===== src/rtl/nibble_serial_add_ctrl.sv =====
// Serial W-bit adder reusing one 4-bit slice, one nibble per clock; SUB_EN adds a - b mode.
// Latency: done pulses in the cycle after the NIBBLES-th edge following start acceptance.
// Backpressure: start is ignored while busy; start held across done chains with zero gap.

module nibble_rca4 (
  input  logic [3:0] a,
  input  logic [3:0] b,
  input  logic       ci,
  output logic [3:0] s,
  output logic       co
);
  logic [4:0] c;

  assign c[0] = ci;
  for (genvar i = 0; i < 4; i++) begin : g_fa
    assign s[i]   = a[i] ^ b[i] ^ c[i];
    assign c[i+1] = (a[i] & b[i]) | (c[i] & (a[i] ^ b[i]));
  end
  assign co = c[4];
endmodule

module nibble_serial_add_ctrl #(
  parameter int NIBBLES = 4
) (
  input  logic                   clk,
  input  logic                   rst,
  input  logic                   start,
  input  logic [4*NIBBLES-1:0]   a,
  input  logic [4*NIBBLES-1:0]   b,
  input  logic                   cin,
  input  logic                   op,
  output logic                   busy,
  output logic                   done,
  output logic [4*NIBBLES-1:0]   sum,
  output logic                   cout
);
  localparam int W  = 4 * NIBBLES;
  localparam int IW = $clog2(NIBBLES);
  localparam logic [IW-1:0] LAST = IW'(NIBBLES - 1);

  typedef enum logic {IDLE, RUN} state_t;

  state_t          state, state_nxt;
  logic [W-1:0]    a_reg, b_reg, work, work_nxt;
  logic [W-1:0]    b_eff;
  logic            c_eff;
  logic [IW-1:0]   idx;
  logic            cr;
  logic            accept, last;
  logic [3:0]      sl_a, sl_b, sl_s;
  logic            sl_co;

`ifdef SUB_EN
  // Subtract as a + ~b + 1; the inversion is folded in before the operand register.
  assign b_eff = op ? ~b : b;
  assign c_eff = op | cin;
`else
  logic unused_op;
  assign unused_op = op;
  assign b_eff     = b;
  assign c_eff     = cin;
`endif

  always_ff @(posedge clk or posedge rst) begin
    if (rst) state <= IDLE;
    else     state <= state_nxt;
  end

  always_comb begin
    state_nxt = state;
    accept    = 1'b0;
    last      = 1'b0;
    case (state)
      IDLE: if (start) begin
        accept    = 1'b1;
        state_nxt = RUN;
      end
      RUN: if (idx == LAST) begin
        last      = 1'b1;
        state_nxt = IDLE;
      end
      default: state_nxt = IDLE;
    endcase
  end

  // Shifts rather than indexed part-selects keep the nibble mux width-clean for any NIBBLES.
  assign sl_a = 4'(a_reg >> {idx, 2'b00});
  assign sl_b = 4'(b_reg >> {idx, 2'b00});

  nibble_rca4 u_slice (
    .a  (sl_a),
    .b  (sl_b),
    .ci (cr),
    .s  (sl_s),
    .co (sl_co)
  );

  always_comb begin
    work_nxt = (work & ~(W'(4'hF) << {idx, 2'b00})) | (W'(sl_s) << {idx, 2'b00});
  end

  always_ff @(posedge clk or posedge rst) begin
    if (rst) begin
      a_reg <= '0;
      b_reg <= '0;
      work  <= '0;
      idx   <= '0;
      cr    <= 1'b0;
      done  <= 1'b0;
      sum   <= '0;
      cout  <= 1'b0;
    end else begin
      done <= last;
      if (accept) begin
        a_reg <= a;
        b_reg <= b_eff;
        cr    <= c_eff;
        work  <= '0;
        idx   <= '0;
      end else if (state == RUN) begin
        work <= work_nxt;
        cr   <= sl_co;
        idx  <= last ? '0 : idx + 1'b1;
      end
      if (last) begin
        sum  <= work_nxt;
        cout <= sl_co;
      end
    end
  end

  assign busy = (state == RUN);
endmodule

===== config.mk =====
export PLATFORM = sky130hd
export DESIGN_NAME = nibble_serial_add_ctrl
export DESIGN_NICKNAME = d
export VERILOG_FILES = /design/src/rtl/nibble_serial_add_ctrl.sv
export SDC_FILE = /design/constraint.sdc
export NUM_CORES = 1
export LEC_CHECK = 0
export CAP_MARGIN = 20
export CORE_MARGIN = 2
export CORE_UTILIZATION = 53
export DETAILED_ROUTE_END_ITERATION = 8
export PLACE_DENSITY = 0.79
export SLEW_MARGIN = 20
export SYNTH_ARGS = -nofsm -noshare
export SYNTH_HDL_FRONTEND = slang
export SYNTH_SLANG_ARGS = --single-unit

===== constraint.sdc =====
create_clock -name clk -period 5 [get_ports clk]
set_input_delay 0.75 -clock clk [delete_from_list [all_inputs] [get_ports clk]]
set_output_delay 0.75 -clock clk [all_outputs]
set_load 0.02 [all_outputs]

==> key figures, run 1 <==
Timing
  • Max Fclk: 0.279 GHz
  • Clock skew: 0.00889 ns
  • Setup TNS: 0 ns
  • Final Cycle Share: 71.6%
  • Final setup fails: 0
  • RSZ-0062 raised after global routing: no
  • Worst Hold Slack: 0.502 ns
  • Min cycle time layout: 3.58 ns
  • Slew Limit Headroom: 33.3%
  • Worst setup margin: 1.42 ns
  • Final hold violations: 0
  • Final Max Tran Viols: 0
  • Worst slew pin tran: 1.00 ns

Final layout
  • Nets: 316
  • Commonest non-fill, non-tap cells in the layout: 66 x dfrtp_1, 54 x clkdlybuf4s50_1, 30 x mux2_4, 16 x a22o_1, 14 x nand2b_1
  • Final cell count without fillers: 351
  • Post-layout instance area: 3940 um^2
  • Commonest non-fill, non-tap cell in the layout: dfrtp_1
  • Antenna Cells: 0
  • Share of layout cells above drive strength 1: 22.5%
  • Final Util: 66.5%
  • Area added between synthesis and finish: 21.6%

Clocking
  • CTS tree: built
  • Longest Clk Path Bufs: 2
  • Clk Latency, worst-skew pair: 0.34 ns
  • Post-CTS sizing: 0
  • Root Buffer Master: clkbuf_8
  • CTS buffer count: 9
  • Hold buffers post-CTS: 0
  • Postcts setup bufs: 0
  • # clock sinks: 66
  • Clock transition at path regs: 0.07 ns
  • H-tree levels: 3

GRT
  • Initial antenna violation count: 0
  • Tot GR Track Use: 20.1%
  • Vias in the first global route: 1,993
  • Largest net degree at the start of global routing: 67
  • Global-route wire length before repair: 9860 um
  • Overflow after GRT: 0

Critical path
  • Crit. path cell count: 8
  • Worst setup startpoint: idx[0]$_DFFE_PP0P_
  • Worst R2R End: sum[3]$_DFFE_PP0P_
  • Crit-path most repeated cell: fa_1
  • Arr. time, crit path: 3.84 ns
  • Critical Path RT: 5.26 ns
  • Buf/Inv on CP: 1
  • Slowest cell on crit path: fa_1
  • Critical Path End Type: flop
  • Internal reg-to-reg setup slack: 1.42 ns
  • CP top delay family: adder cells
  • CP endpoint: sum[3]$_DFFE_PP0P_
  • CP Cell Sequence: buf_4 > mux4_1 > fa_1 > fa_1 > fa_1 > fa_1 > or3b_1 > a31oi_1
  • Crit path kind: reg -> reg
  • Worst reg2reg path startpoint: idx[0]$_DFFE_PP0P_
  • Cell count of the worst reg-to-reg path: 8
  • Crit-path max FO: 28
  • CP startpoint kind: flop
  • CP peak stage delay: 0.69 ns

Placed design
  • Routability congestion estimate: 0.748
  • Dpl ws: 1.39 ns
  • Dpl cell area: 3720 um^2
  • I/O Buffers: 54
  • Post-DP HPWL: 4090 um
  • Placed cells: 335

Detailed routing
  • Routed WL: 6010 um
  • DRC viols: 0
  • Antenna Nets Post-Route: 0
  • DR pass1 iterations: 4
  • WL/cell: 17.1 um
  • Vias/cell: 5.60
  • Total number of vias: 1,964
  • Count of routing violations after the opening detailed-route iteration: 159

Power
  • Pleak: 1.72 nW
  • Sequential share of power: 31.7%
  • Sw Share: 37.6%
  • Clock power share: 15.3%
  • Power per cell area: 782 nW/um^2
  • P_int: 1.92 mW
  • Combinational Power Share: 53.0%
  • Sw Pwr: 1.16 mW
  • VDD IR-drop max: 0.000413 V
  • Total power draw: 3.08 mW

Floorplan
  • Starting Density: 54.7%
  • Top Ports: 56
  • Die W: 82.2 um
  • Vert. Die Dim: 82.2 um
  • Core area: 5920 um^2
  • Row cnt: 28
  • Die area: 6760 um^2

Synth
  • Synth Cell Area: 3240 um^2
  • Syn. warnings: 0
  • Synth Register Bits: 66
  • Synth Area per Inst: 14.7 um^2
  • Syn Inst Count: 221
  • Post-Syn Nets: 266
  • Post-synth cell types: 31
  • Seq/Total Area, Yosys: 51.0%

Run status
  • Status: complete, no violations

Flow run
  • Max-Cap Viols: 0

Min path
  • Worst hold path stage count: 1
  • Hold Path Class: reg -> reg
==> worst min-delay path by stage <==
stage | end | startpoint
after floorplan | work[10]$_DFFE_PP0P_ | work[10]$_DFFE_PP0P_
after CTS | b_reg[8]$_DFFE_PP0P_ | b_reg[8]$_DFFE_PP0P_
after global routing | work[7]$_DFFE_PP0P_ | work[7]$_DFFE_PP0P_
after global placement | work[7]$_DFFE_PP0P_ | work[7]$_DFFE_PP0P_
after detailed placement | b_reg[8]$_DFFE_PP0P_ | b_reg[8]$_DFFE_PP0P_
final | b_reg[8]$_DFFE_PP0P_ | b_reg[8]$_DFFE_PP0P_
==> cell type report <==
class / count / area (um^2)
clock buffer: 15 / 186
sequential: 66 / 1650
multi-input combinational: 132 / 1390
inverter: 4 / 15.0
fill: 460 / 1980
clock inverter: 1 / 30.0
tap: 75 / 93.8
timing repair buffer: 58 / 571
==> per-layer routing <==
| metal | wire [um] | vias to the layer above | track usage (%) | part of all wire (%) |
|---|---|---|---|---|
| met5 | 0 | - | 0 | 0 |
| met4 | 121 | 0 | 9.67 | 2.0 |
| met3 | 240 | 11 | 4.13 | 4.0 |
| met2 | 3060 | 57 | 33.3 | 51 |
| met1 | 2590 | 989 | 25.1 | 43 |
| li1 | - | 907 | - | - |
==> power groups by stage <==
stage,Clock (mW),Sequential [mW],Combinational (mW)
after floorplan,0,0.997,1.18
final,0.472,0.977,1.63
after CTS,0.483,0.978,1.65
after global placement,0,0.964,1.60
after global routing,0.502,1.01,1.78
after detailed placement,0,0.983,1.65
==> Yosys cell counts, drive strengths merged <==
| master | n | area share, % |
|---|---|---|
| dfrtp | 66 | 51 |
| mux2 | 33 | 15 |
| buf | 18 | 5.5 |
| a22o | 16 | 4.3 |
| nand2b | 14 | 2.7 |
| a21oi | 12 | 1.9 |
| a31oi | 12 | 2.3 |
| mux4 | 8 | 5.7 |
| nand3b | 8 | 1.9 |
| fa | 4 | 2.5 |
| ha | 4 | 1.5 |
| inv | 4 | 0.46 |
| mux2i | 4 | 1.2 |
| nand2 | 4 | 0.54 |
| or3b | 4 | 1.1 |
| and3b | 2 | 0.54 |
| and4 | 1 | 0.27 |
| clkbuf | 1 | 0.12 |
| nor2b | 1 | 0.42 |
| nor3b | 1 | 0.39 |
| o21ai | 1 | 0.15 |
| o22ai | 1 | 0.19 |
| o31ai | 1 | 0.23 |
| or2b | 1 | 0.23 |
==> logic make-up after synthesis <==
| family | count (synthesis) | share of synthesized area [%] |
|---|---|---|
| buffers and inverters | 23 | 6.06 |
| adders and majority gates | 8 | 4.02 |
| and+or+nand+nor | 36 | 8.03 |
| DFF | 66 | 51.0 |
| muxes | 45 | 21.9 |
| AOI/OAI and AO/OA | 43 | 9.07 |
Power figures use the tool's default switching activity.
==> inputs of run 2 (changes only) <==
- CORE_UTILIZATION: 53 -> 47
- PLACE_DENSITY: 0.79 -> 0.74
- clock period: 5 -> 3 ns (I/O delays scaled with it)
==> run 2 against run 1 <==
Effect of this change:
- the run now ends with negative setup slack left
- global-route usage fell by 3.0 points
- clock skew fell by 0.0034 ns
- non-clock buffer count rose by 10
- first-iteration DRC count fell by 40%
- die area rose by 12%
- final cell count rose by 4.3%
- clock power rose by 50%
- register-to-register slack got worse by 1.5 ns
- fmax rose by 16%
- combinational power rose by 83%
- critical path type unchanged
==> key figures, run 2 (same netlist as run 1, synthesis figures left out) <==
Final layout
  • Antenna Cells: 0 (unchanged)
  • Final Util: 59.8% (-6.7 points)
  • Area added between synthesis and finish: 24.1%
  • Share of layout cells above drive strength 1: 27.3% (+4.8 points)
  • Post-layout instance area: 4020 um^2 (+2.0%)
  • Filler cell count: 519 (+13%)
  • Nets: 326 (+3.2%)
  • Commonest non-fill, non-tap cells in the layout: 65 x dfrtp_1, 54 x clkdlybuf4s50_1, 30 x mux2_4, 16 x a22o_1, 14 x nand2b_1
  • Commonest non-fill, non-tap cell in the layout: dfrtp_1

Placed design
  • Dpl ws: -0.220 ns (-1.61 ns)
  • Post-DP HPWL: 4190 um (+2.3%)
  • I/O Buffers: 54 (unchanged)
  • Dpl cell area: 3840 um^2 (+3.1%)
  • Routability congestion estimate: 0.747 (about the same)

Critical path
  • CP startpoint kind: flop
  • Critical Path RT: 3.26 ns (-2.00 ns)
  • Crit path kind: reg -> reg
  • Arr. time, crit path: 3.35 ns (-0.49 ns)
  • Crit-path max FO: 4 (-86%)
  • Critical Path End Type: flop

Clocking
  • Clk Latency, worst-skew pair: 0.34 ns (about the same)
  • Root Buffer Master: clkbuf_8
  • Longest Clk Path Bufs: 2 (unchanged)
  • CTS buffer count: 9 (unchanged)
  • Clock transition at path regs: 0.07 ns (about the same)
  • # clock sinks: 66 (unchanged)
  • H-tree levels: 3 (unchanged)
  • CTS tree: built

Flow run
  • Max-Cap Viols: 0 (unchanged)

GRT
  • Tot GR Track Use: 17.1% (-3.0 points)
  • Overflow after GRT: 0 (unchanged)
  • Largest net degree at the start of global routing: 37 (-45%)
  • Vias in the first global route: 2,006 (+0.65%)
  • Initial antenna violation count: 0 (unchanged)
  • Global-route wire length before repair: 9760 um (-0.98%)

Detailed routing
  • Count of routing violations after the opening detailed-route iteration: 95 (-40%)
  • Top layer in use: met4
  • Met1 Wirelength: 2530 um (-2.5%)
  • Met2 WL: 2970 um (-2.9%)
  • DRC viols: 0 (unchanged)
  • Total number of vias: 1,968 (+0.20%)
  • DR WL met3: 355 um (+48%)
  • WL/cell: 16.1 um (-6.0%)
  • Vias/cell: 5.38 (-3.9%)
  • DR pass1 iterations: 4 (unchanged)
  • Antenna Nets Post-Route: 0 (unchanged)
  • Routed WL: 5890 um (-2.0%)

Power
  • VDD IR-drop max: 0.000725 V (+75%)
  • Power per cell area: 1310 nW/um^2 (+68%)
  • Pleak: 1.75 nW (+2.0%)

Floorplan
  • Row cnt: 30 (+7.1%)
  • Die area: 7580 um^2 (+12%)
  • Die W: 87.0 um (+5.9%)
  • Vert. Die Dim: 87.0 um (+5.9%)
  • Top Ports: 56 (unchanged)
  • Starting Density: 48.2% (-6.5 points)
  • Core area: 6720 um^2 (+13%)

Run status
  • Status: complete, but fails checks
  • Failing checks: negative setup slack

Timing
  • Final Cycle Share: 103% (+31 points)
  • Final hold violations: 0 (unchanged)
  • Slew Limit Headroom: 51.0% (+18 points)
  • Worst setup margin: -0.0910 ns (-1.51 ns)
  • Worst slew pin tran: 0.735 ns (-0.267 ns)
  • Final Max Tran Viols: 0 (unchanged)
  • RSZ-0062 raised after global routing: yes
  • Min cycle time layout: 3.09 ns (-0.491 ns)
  • Worst Hold Slack: 0.506 ns (+0.00472 ns)
  • Clock skew: 0.00547 ns (-0.00342 ns)
  • Final setup fails: 1 (+1)
  • Max Fclk: 0.324 GHz (+16%)

Min path
  • Hold Path Class: reg -> reg
-- run 2: cell types whose count changed in the layout (fill, tap and decap cells not counted), sizes merged --
| cell | previous run | this run |
|---|---|---|
| buf | 4 | 14 |
| clkbuf | 15 | 10 |
| clkinv | 0 | 4 |
| clkinvlp | 0 | 1 |
-- run 2: routing by layer --
metal,up-vias,global-route usage (%)
met2,66,27.3
met4,0,5.40
met1,973,22.0
li1,922,-
met3,7,5.97
met5,-,0
-- run 2: worst max-delay path: stages (launching register included) --
cell and delay (ns):
dfrtp_2 0.40, mux4_2 0.53, fa_2 0.36, fa_2 0.34, fa_2 0.35, fa_1 0.51, or3b_1 0.35, a31oi_1 0.18
-- run 2: path summary, 6_finish.rpt --
check | endpoint | slack [ns] | cells after the start | start
worst max-delay path | sum[3]$_DFFE_PP0P_ | -0.09 | 7 | idx[1]$_DFFE_PP0P_
worst min-delay path | work[4]$_DFFE_PP0P_ | 0.51 | 1 | work[4]$_DFFE_PP0P_
worst max register to register | sum[3]$_DFFE_PP0P_ | -0.09 | 7 | idx[1]$_DFFE_PP0P_
worst min register to register | work[4]$_DFFE_PP0P_ | 0.51 | 1 | work[4]$_DFFE_PP0P_
max in group asynchronous | sum[4]$_DFFE_PP0P_ | 1.83 | 3 | rst
min in group asynchronous | a_reg[4]$_DFFE_PP0P_ | 0.57 | 2 | rst
-- run 2: layout make-up --
| class | instances | area (um^2) | share of cell area (%) |
|---|---|---|---|
| flip-flops and latches | 66 | 1650 | 41.1 |
| well taps | 80 | 100 | 2.49 |
| clock inverters | 6 | 57.6 | 1.43 |
| multi-input cells | 132 | 1400 | 34.7 |
| repair buffers | 68 | 671 | 16.7 |
| clock buffers | 10 | 128 | 3.17 |
| inverters | 4 | 15.0 | 0.373 |
-- run 2: through the flow --
step	std cells	total power [mW]	setup TNS [ns]
after global routing	366	5.65	-0.444
after global placement	350	4.52	-0.117
after floorplan	221	3.75	-0.226
after CTS	367	5.43	-0.428
after detailed placement	350	4.60	-0.603
final	366	5.27	-0.0910
-- run 2: repair_timing --
action / 4_1_cts / 5_1_grt
setup endpoints to repair: 7 / 7
hold buffers: 0 / 0
pin swaps: 3 / 3
resized for setup: 2 / 0
hold endpoints to repair: 0 / 0
buffers inserted: 1 / 0
-- run 2: power breakdown --
group	leakage (nW)	internal [mW]	switching [mW]
combinational	0.861	1.59	1.41
sequential	0.797	1.33	0.245
clock	0.0958	0.378	0.330
total	1.75	3.29	1.98
==> inputs of run 3 (changes only) <==
- CORE_MARGIN: 2 -> unset
==> run 3 against run 2 <==
Effect of this change:
- the run still ends with negative setup slack left
- worst hold slack lost 0.0012 ns
- flip-flop and latch count is the same
- non-clock buffer count is the same
- combinational power is essentially flat
- final cell count shrank 0.82%
- critical path depth is the same
- cell area grew 0.31%
- register-to-register slack gained 0.05 ns
- via count grew 0.81%
- total power grew 0.84%
==> key figures, run 3 (same netlist as run 1, synthesis figures left out) <==
Run status
  • Status: complete, but fails checks
  • Failing checks: negative setup slack

Power
  • Power per cell area: 1320 nW/um^2 (+0.52%)
  • Total power draw: 5.32 mW (+0.84%)
  • Sw Share: 37.0% (-0.61 points)
  • Sequential share of power: 29.7% (about the same)
  • P_int: 3.35 mW (+1.8%)
  • Pleak: 1.76 nW (+0.34%)
  • Sw Pwr: 1.97 mW (-0.80%)
  • Combinational Power Share: 56.2% (-0.6 points)
  • Clock power share: 14.1% (+0.7 points)
  • VDD IR-drop max: 0.000752 V (+3.7%)

Clocking
  • Clk Latency, worst-skew pair: 0.33 ns (about the same)
  • Root Buffer Master: clkbuf_8
  • Clock transition at path regs: 0.07 ns (about the same)
  • H-tree levels: 3 (unchanged)
  • CTS tree: built
  • Longest Clk Path Bufs: 2 (unchanged)
  • Postcts setup bufs: 0 (-1)
  • # clock sinks: 66 (unchanged)
  • CTS buffer count: 9 (unchanged)

Critical path
  • CP startpoint kind: flop
  • Crit path kind: reg -> reg
  • Worst reg2reg path startpoint: idx[0]$_DFFE_PP0P_
  • Critical Path RT: 3.26 ns (about the same)
  • Critical Path End Type: flop
  • Worst R2R End: sum[3]$_DFFE_PP0P_
  • Internal reg-to-reg setup slack: -0.04 ns (+0.05 ns)
  • Crit-path max FO: 2 (-2)
  • Cell count of the worst reg-to-reg path: 7 (unchanged)
  • Arr. time, crit path: 3.30 ns (-0.05 ns)

GRT
  • Largest net degree at the start of global routing: 38 (+2.7%)
  • Vias in the first global route: 2,081 (+3.7%)
  • Tot GR Track Use: 18.8% (+1.7 points)
  • Overflow after GRT: 0 (unchanged)
  • Initial antenna violation count: 0 (unchanged)
  • Global-route wire length before repair: 10,300 um (+5.1%)

Detailed routing
  • WL/cell: 16.3 um (+1.5%)
  • Antenna Nets Post-Route: 0 (unchanged)
  • DR pass1 iterations: 4 (unchanged)
  • DRC viols: 0 (unchanged)
  • Count of routing violations after the opening detailed-route iteration: 95 (unchanged)
  • Routed WL: 5930 um (+0.63%)
  • Total number of vias: 1,984 (+0.81%)
  • Vias/cell: 5.47 (+1.6%)

Min path
  • Hold Path Class: reg -> reg
  • Worst hold path stage count: 1 (unchanged)
  • WHS Endpoint: work[7]$_DFFE_PP0P_
  • Min-delay src: work[7]$_DFFE_PP0P_

Timing
  • Final setup fails: 1 (unchanged)
  • Clock skew: 0.00859 ns (+0.00313 ns)
  • Worst slew pin tran: 0.645 ns (-0.0893 ns)
  • Setup TNS: -0.0438 ns (+0.0472 ns)
  • RSZ-0062 raised after global routing: yes
  • Final hold violations: 0 (unchanged)
  • Min cycle time layout: 3.04 ns (-0.0472 ns)
  • Max Fclk: 0.329 GHz (+1.6%)
  • Final Cycle Share: 101% (-1.6 points)
  • Final Max Tran Viols: 0 (unchanged)
  • Worst Hold Slack: 0.505 ns (-0.00123 ns)
  • Worst setup margin: -0.0438 ns (+0.0472 ns)
  • Slew Limit Headroom: 56.9% (+6.0 points)

Final layout
  • Commonest non-fill, non-tap cells in the layout: 65 x dfrtp_1, 54 x clkdlybuf4s50_1, 30 x mux2_4, 16 x a22o_1, 14 x nand2b_1
  • Share of layout cells above drive strength 1: 26.6% (-0.70 points)
  • Area added between synthesis and finish: 24.4%
  • Commonest non-fill, non-tap cell in the layout: dfrtp_1
  • Post-layout instance area: 4030 um^2 (+0.31%)
  • Antenna Cells: 0 (unchanged)
  • Nets: 326 (unchanged)

Floorplan
  • Die area: 7230 um^2 (-4.5%)
  • Vert. Die Dim: 85.0 um (-2.3%)
  • Starting Density: 49.9% (+1.7 points)
  • Die W: 85.0 um (-2.3%)
  • Core area: 6490 um^2 (-3.3%)
  • Top Ports: 56 (unchanged)
  • Row cnt: 29 (-3.3%)

Placed design
  • Routability congestion estimate: 0.794 (+6.2%)
  • Dpl ws: -0.107 ns (+0.113 ns)
  • Post-DP HPWL: 4240 um (+1.4%)
  • I/O Buffers: 54 (unchanged)
  • Dpl cell area: 3830 um^2 (about the same)

Flow run
  • Max-Cap Viols: 0 (unchanged)
[run 3: cell count changes in the layout (fill, tap and decap cells not counted)]
cell / delta
buf_6: +1
buf_4: -1
clkinv_2: -3
clkinvlp_4: -1
clkbuf_8: +2
clkbuf_1: +2
[run 3: worst max path at each step]
stage / startpoint / to / slack, ns
after floorplan: idx[0]$_DFFE_PP0P_ / sum[3]$_DFFE_PP0P_ / -0.23
after global placement: idx[1]$_DFFE_PP0P_ / sum[3]$_DFFE_PP0P_ / -0.09
after detailed placement: idx[1]$_DFFE_PP0P_ / sum[3]$_DFFE_PP0P_ / -0.11
after CTS: idx[1]$_DFFE_PP0P_ / sum[3]$_DFFE_PP0P_ / -0.05
after global routing: idx[0]$_DFFE_PP0P_ / sum[3]$_DFFE_PP0P_ / -0.14
final: idx[0]$_DFFE_PP0P_ / sum[3]$_DFFE_PP0P_ / -0.04
[run 3: layout make-up]
| cell class | count | area (um^2) |
|---|---|---|
| clock buffer | 14 | 163 |
| clock inverter | 2 | 35.0 |
| fill | 506 | 2460 |
| inverter | 4 | 15.0 |
| multi-input combinational | 132 | 1400 |
| sequential | 66 | 1650 |
| tap | 77 | 96.3 |
| timing repair buffer | 68 | 674 |
[run 3: worst max-delay path: stages (launching register included)]
cell and delay, ns:
dfrtp_1 0.38, mux4_2 0.54, fa_2 0.35, fa_2 0.34, fa_2 0.34, fa_1 0.51
or3b_1 0.35, a31oi_1 0.15
[run 3: routing by layer]
layer / vias up / global-route usage [%] / routed length, um
met4: 0 / 7.86 / 91
met5: - / 0 / 0
met2: 50 / 30.3 / 2950
met1: 996 / 24.5 / 2690
met3: 8 / 4.38 / 187
li1: 930 / - / -
[run 3: what timing repair did]
| item | CTS | global route |
|---|---|---|
| setup endpoints to repair | 4 | 4 |
| hold buffers | 0 | 0 |
| gates resized for setup | 1 | 1 |
| endpoints found under the hold margin | 0 | 0 |
[run 3: stage by stage]
step,std cells,utilization (%)
after CTS,363,62.0
after global routing,363,62.1
after detailed placement,347,59.0
after global placement,347,59.0
after floorplan,221,-
final,363,62.1
[run 3: power groups by stage]
stage	registers [mW]	logic, mW	clock network (mW)
6_report	1.58	2.99	0.751
5_1_grt	1.64	3.26	0.813
4_1_cts	1.59	3.02	0.771
3_5_place_dp	1.60	3.01	0
3_3_place_gp	1.57	2.96	0
2_1_floorplan	1.66	2.09	0
